**config.mk**
```make
export PLATFORM = sky130hd
export DESIGN_NAME = mvm_layer_ctrl
export DESIGN_NICKNAME = d
export VERILOG_FILES = /design/src/rtl/mvm_layer_ctrl.sv
export SDC_FILE = /design/constraint.sdc
export NUM_CORES = 1
export LEC_CHECK = 0
export BUFFER_PORTS_ARGS = -buffer_cell sky130_fd_sc_hd__buf_2
export CORE_AREA = 5 5 71 73
export DETAILED_ROUTE_END_ITERATION = 12
export DIE_AREA = 0 0 76 78
export GPL_TIMING_DRIVEN = 0
export PLACE_DENSITY = 0.52
export SYNTH_ARGS = -nofsm -noshare
export SYNTH_HDL_FRONTEND = slang
export SYNTH_SLANG_ARGS = --single-unit
```
**constraint.sdc**
```tcl
create_clock -name clk -period 2 [get_ports clk]
set_input_delay 0 -clock clk [delete_from_list [all_inputs] [get_ports clk]]
set_output_delay 0 -clock clk [all_outputs]
set_load 0.05 [all_outputs]
```
**src/rtl/mvm_layer_ctrl.sv**
```systemverilog
// mvm_layer_ctrl: control FSM for one matrix-vector layer stage.
// It loads an M-element vector, issues N rows of M reads each with MAC strobes,
// and presents each finished row on a valid/ready stream.
// Optional feature: define MVM_CTRL_STALL_CNT_EN to add a saturating output-stall counter.
module mvm_layer_ctrl #(
    parameter int M   = 16,
    parameter int N   = 8,
    parameter int XAW = $clog2(M),
    parameter int WAW = $clog2(M*N)
) (
    input  logic           clk,
    input  logic           reset,
    input  logic           s_valid_x,
    output logic           s_ready_x,
    output logic           x_wr_en,
    output logic [XAW-1:0] x_addr,
    output logic [WAW-1:0] w_addr,
    output logic           acc_clear,
    output logic           acc_en,
    output logic           m_valid_y,
    input  logic           m_ready_y
`ifdef MVM_CTRL_STALL_CNT_EN
    ,
    output logic [31:0]    stall_cnt
`endif
);
    localparam int RW = (N > 1) ? $clog2(N) : 1;
    typedef enum logic [1:0] {LOAD, COMPUTE, DRAIN, OUTPUT} state_t;
    state_t         state;
    logic [XAW-1:0] in_cnt;
    logic [XAW-1:0] col;
    logic [WAW-1:0] w_cnt;
    logic [RW-1:0]  row;
    logic           drain_cnt;
    // input handshake and address muxing; addresses idle at 0 outside their active states
    always_comb begin
        s_ready_x = (state == LOAD) && !reset;
        x_wr_en   = s_ready_x && s_valid_x;
        x_addr    = (state == LOAD) ? in_cnt : (state == COMPUTE) ? col : '0;
        w_addr    = (state == COMPUTE) ? w_cnt : '0;
    end
    // sequencing FSM; accumulator strobes trail the read issue by one stage to match memory latency
    always_ff @(posedge clk or posedge reset) begin
        if (reset) begin
            state     <= LOAD;
            in_cnt    <= '0;
            col       <= '0;
            w_cnt     <= '0;
            row       <= '0;
            drain_cnt <= 1'b0;
            acc_en    <= 1'b0;
            acc_clear <= 1'b0;
            m_valid_y <= 1'b0;
        end else begin
            acc_en    <= (state == COMPUTE);
            acc_clear <= (state == COMPUTE) && (col == '0);
            case (state)
                LOAD: begin
                    if (x_wr_en) begin
                        in_cnt <= in_cnt + XAW'(1);
                        if (in_cnt == XAW'(M-1)) begin
                            in_cnt <= '0;
                            row    <= '0;
                            col    <= '0;
                            w_cnt  <= '0;
                            state  <= COMPUTE;
                        end
                    end
                end
                COMPUTE: begin
                    col   <= col + XAW'(1);
                    w_cnt <= w_cnt + WAW'(1);
                    if (col == XAW'(M-1)) begin
                        col   <= '0;
                        state <= DRAIN;
                    end
                end
                DRAIN: begin
                    drain_cnt <= !drain_cnt;
                    if (drain_cnt) begin
                        state     <= OUTPUT;
                        m_valid_y <= 1'b1;
                    end
                end
                OUTPUT: begin
                    if (m_ready_y) begin
                        m_valid_y <= 1'b0;
                        if (row == RW'(N-1)) begin
                            row   <= '0;
                            w_cnt <= '0;
                            state <= LOAD;
                        end else begin
                            row   <= row + RW'(1);
                            state <= COMPUTE;
                        end
                    end
                end
            endcase
        end
    end
`ifdef MVM_CTRL_STALL_CNT_EN
    // saturating count of cycles a finished row waits on downstream
    always_ff @(posedge clk or posedge reset) begin
        if (reset)
            stall_cnt <= '0;
        else if (m_valid_y && !m_ready_y && stall_cnt != '1)
            stall_cnt <= stall_cnt + 32'd1;
    end
`endif
endmodule

```
Yosys cells after proc, flatten, opt, wreduce, memory -nomap -nowiden
Cells that the tools add are included.
{ "totals": {"out_inout_bits": 16, "latchBits": 0, "ram_bits": 0, "register_bits": 24, "mem_count": 0, "romBits": 0} }
{ "classes": {"n_mul": 0, "order_cmp": 0, "n_bitwise": 0, "eq_ne": 12, "addsub": 4, "muxes": 28, "shift": 0, "n_reduce_logical": 17, "n_div": 0} }
{ "ops": {"columns": ["op", "count"], "rows": [
  ["7-bit two-way mux", 5],
  ["4-bit two-way mux", 6],
  ["7-bit one-hot mux with 3 select lines", 1],
  ["3-bit two-way mux", 4],
  ["2-bit two-way mux", 5],
  ["5-bit AND reduction", 2],
  ["4-bit by 1-bit adder with 4-bit output, second input constant", 2],
  ["4-bit == test, second input constant", 2],
  ["2-bit != test, second input constant", 4],
  ["2-bit one-hot mux with 4 select lines", 1],
  ["4-bit one-hot mux with 2 select lines", 1],
  ["7-bit by 1-bit adder with 7-bit output, second input constant", 1],
  ["3-bit one-hot mux with 2 select lines", 1],
  ["3-bit AND reduction", 2],
  ["2-bit nonzero test", 3],
  ["2-bit == test, second input constant", 2],
  ["4-bit logical NOT", 1],
  ["2-bit by 1-bit != test with 1-bit output, second input constant", 2],
  ["4-bit AND reduction", 1],
  ["3-bit by 1-bit adder with 3-bit output, second input constant", 1],
  ["3-bit == test, second input constant", 1],
  ["1-bit logical AND", 3],
  ["1-bit two-way mux", 3],
  ["3-bit nonzero test", 1],
  ["5 further kinds", 6]
]} }

Logic depth before layout (Yosys ltp)
{ "logic_depth": {"ltp_word": 5, "depth_mapped": 7} }

Worst setup path after synthesis
Ideal clock, no wire load.
{ "synth_timing": {"path_type": "register to output", "start": "register state[1]", "end": "output port x_addr[1]", "t_arrival_ps": 2200, "required_time_ps": 2000, "n_path_buf": 1, "setup_slack_ps": -200, "path_stages_with_launch": 6, "path_cell_list": "dfrtp_1 -> inv_1 -> ha_1 -> clkbuf_1 -> nand2_1 -> o21ai_0"} }
{ "synth_via": {"elab_chain_len": 3, "word_cells_on_any_way": 4, "classes_between": "1 x eq/ne; 2 x mux; 1 x reduce/logical"} }
{ "synth_rtl": {"columns": ["item", "line", "rtl"], "rows": [
  ["from (decl)", "29", "state_t state;"],
  ["from (signal assigned)", "45", "state <= LOAD;"],
  ["from (signal assigned)", "66", "state <= COMPUTE;"],
  ["from (signal assigned)", "75", "state <= DRAIN;"],
  ["2-bit by 1-bit == test with 1-bit output", "39", "x_addr = (state == LOAD) ? in_cnt : (state == COMPUTE) ? col : '0;"],
  ["4-bit two-way mux", "39", null],
  ["4-bit two-way mux (*)", "39", null],
  ["to (decl)", "16", "output logic [XAW-1:0] x_addr,"]
]} }
Every way passes the cells marked *; elsewhere a longest branch is shown, timed or not.

Worst setup path after layout
{ "layout_timing": {"start": "register state[0]", "end": "register col[0]"} }
{ "layout_via": {"elab_chain_len": 5, "word_cells_on_any_way": 9, "classes_between": "3 x eq/ne; 1 x mux; 5 x reduce/logical"} }
{ "layout_rtl": {"columns": ["item", "line", "rtl"], "rows": [
  ["2-bit logical NOT", "37, 57", null],
  ["1-bit logical AND", "37", "s_ready_x = (state == LOAD) && !reset;"],
  ["1-bit logical AND", "38", "x_wr_en = s_ready_x && s_valid_x;"],
  ["2-bit != test (no source line)", null, null],
  ["3-bit AND reduction (no source line)", null, null],
  ["to (signal assigned)", "71", "col <= col + XAW'(1);"],
  ["to (decl)", "31", "logic [XAW-1:0] col;"]
]} }
Parallel ways exist; a longest one is shown, timed or not.
A chain may end at the register's enable or synchronous reset.

==> results.toml <==
[cells_and_area]
num_antenna_cells = 0
final_area_um2 = 1740
drive_gt1_share_pct = 22.0
syn_to_final_growth_pct = 14.7
nets = 199
layout_commonest_cell = "dfrtp_1"
layout_common_cells = "dfrtp_1 (24), nand2_1 (19), buf_2 (19)"

[sta]
fin_skew_ns = 0.00753
tightest_slew_ns = 0.952
rsz0062_at_grt = "no"
setup_tns_ns = 0
period_minus_slack_ns = 1.87
timing.hold.ws_ns = -0.0430
max_slew_margin_pct = 36.4
finalCritPeriodShare_pct = 93.3
slew_violations = 0
finalSetupViolCount = 0
timing.fmax_mhz = 536
hold_viol_final = 24

[setup_path]
critPathCaptureType = "flip-flop"
path_max_fanout = 8
critical_path_class = "reg2reg"
required_ns = 2.18
rrSetupSlack_ns = 0.13
r2r_end = "col[0]$_DFFE_PP0P_"
arrival_ns = 2.05
r2r-start = "state[0]$_DFFE_PP0P_"
rr_worst_depth = 7
startpoint_type = "flip-flop"

[hold_path]
min-delay-path-class = "in2async"

[clock_tree]
h-tree-depth = 1
cts_tree = "yes"
clkTransAtPathRegs_ns = 0.09
cts_num_sinks = 24
worst_skew_pair.late_latency_ns = 0.27
clockBufferDepth = 2
holdBufCountCts = 0
cts_root_buf = "clkbuf_8"
post_cts_buffers = 0
cts_buffers = 3

[die]
start_util_pct = 35.4
io_pins = 20
die_area_um2 = 5930
chipHeight_um = 78
core_region_area_um2 = 4290
rows = 24
die_w_um = 76

[power_and_ir_drop]
power_switching_w = 0.00138
swShare_pct = 48.8
leakagePower_nw = 0.825
peakVddDrop_mv = 0.811
clkPwrFrac_pct = 12.0
powerDensity_nw_per_um2 = 1630
comb_power_share_pct = 56.6
internal-power_w = 0.00145
p_seq_share_pct = 31.4
finalPower_w = 0.00284

[yosys]
synth_cells = 159
synthArstFlopShare_pct = 100
synth-warning-count = 0
syn_nets = 175
synth-edff-count = 0
ys_ff_latch = 24
synth_ff_type = "dfrtp_1"
syn_area_um2 = 1520
ys_seq_area_share_pct = 39.5
synth.distinct_cells = 40
avgSynthCellArea_um2 = 9.56

[global_routing]
grt_usage_pct = 11.6
first_global_vias = 1196
grt_overflow = 0
grt_max_degree = 25
grt_pass1_wl_um = 5870
antenna_found_initial = 0

[detailed_routing]
firstDrtPassIters = 4
drc = 0
drt_iter0_drc = 110
wl_per_cell_um = 14.1
antenna_left = 0
vias = 1229
drt_wl_total_um = 3290
avgViaCountPerCell = 5.25

[run_status]
violations = "negative hold slack"
status = "finished with violations"

[placement]
place_congestion = 0.814
postPlaceCellArea_um2 = 1680
io_buffer_count = 19
dp_hpwl_um = 2490

[job]
max-cap-violations = 0
## worst max path at each step
stage | startpoint | endpoint | slack, ns | depth (start not counted)
floorplan | state[1]$_DFFE_PP0P_ | x_addr[1] | 0.17 | 5
global placement | state[0]$_DFFE_PP0P_ | w_cnt[2]$_DFFE_PP0P_ | 0.12 | 6
finish | state[0]$_DFFE_PP0P_ | col[0]$_DFFE_PP0P_ | 0.13 | 7
global route | state[1]$_DFFE_PP0P_ | x_addr[1] | 0.002 | 6
detailed placement | state[0]$_DFFE_PP0P_ | w_cnt[2]$_DFFE_PP0P_ | 0.08 | 6
CTS | state[1]$_DFFE_PP0P_ | x_addr[1] | 0.03 | 6
## sequential cells by signal, summed over array words and instances (netlist names)
register,count
w_cnt,7
col,4
in_cnt,4
row,3
state,2
acc_clear,1
acc_en,1
drain_cnt,1
m_valid_y,1
## metal layers
metal | vias up | share of wire (%) | routed length, µm | GRT usage (%)
met5 | - | 0 | 0 | 0
met4 | 0 | 0.58 | 19 | 3.02
met3 | 2 | 4.2 | 138 | 2.20
met2 | 26 | 47 | 1560 | 18.7
met1 | 585 | 48 | 1570 | 16.0
li1 | 616 | - | - | -
## kinds of logic (layout without fill, tap and decap cells)
group,Yosys count,in the layout,synth area share [%]
AO/OA/AOI/OAI,44,44,20.9
multiplexers,3,3,2.14
flip-flops,24,24,39.5
AND/OR/NAND/NOR,58,58,21.7
adder cells (fa/ha/maj),12,12,9.88
XOR/XNOR,2,2,1.15
buffers and inverters,16,39,4.69
## synthesized netlist by cell type, types with 2 or more instances
library cell | count | area share, %
a22o_1 | 4 | 2.3
ha_1 | 12 | 9.9
dfrtp_1 | 24 | 40
nor2b_1 | 4 | 1.6
and2_1 | 9 | 3.7
a21oi_1 | 3 | 0.99
nand2_1 | 19 | 4.7
nor2_1 | 2 | 0.49
o31ai_1 | 8 | 4.0
inv_1 | 10 | 2.5
nand4_1 | 2 | 0.82
o21ai_1 | 2 | 0.66
clkbuf_1 | 4 | 0.99
nand2b_1 | 4 | 1.6
a41oi_1 | 3 | 1.7
o21ai_0 | 17 | 5.6
nand3_1 | 8 | 2.6
mux2_2 | 2 | 1.5
## area by class of cell
cell class,instances,area [µm²]
fill,438,2550
timing repair buffer,19,97.6
buffer,6,37.5
tap,52,65.1
inverter,10,37.5
sequential,24,601
multi-input combinational,119,851
clock buffer,4,55.1
## power groups by stage
stage | Sequential (W) | Clock [W] | Combinational (W)
after floorplan | 0.000939 | 0 | 0.00118
after global placement | 0.000884 | 0 | 0.00156
after detailed placement | 0.000899 | 0 | 0.00160
after CTS | 0.000888 | 0.000348 | 0.00162
after global routing | 0.000922 | 0.000371 | 0.00181
final | 0.000891 | 0.000339 | 0.00161
## repair_timing
action / in CTS / in global routing
endpoints found under the setup margin: 11 / 7
gates cloned: 0 / 0
resized for setup: 3 / 2
## metrics by stage
step	instances	setup WS (ns)	utilization (%)	hold slack [ns]
finish	234	0.134	40.6	-0.0430
global route	234	0.00197	40.6	0.0711
CTS	234	0.0301	40.5	0.00649
detailed placement	230	0.0785	39.1	0.306
global placement	230	0.119	39.1	0.308
floorplan	159	0.175	-	0.0146
## critical path: stages (launching register included)
cell,delay [ns]
dfrtp_1,0.43
inv_1,0.12
ha_1,0.27
and3b_1,0.20
buf_2,0.16
a41oi_1,0.42
nand2_1,0.11
o31ai_1,0.08
(Power assumes the default switching activity.)
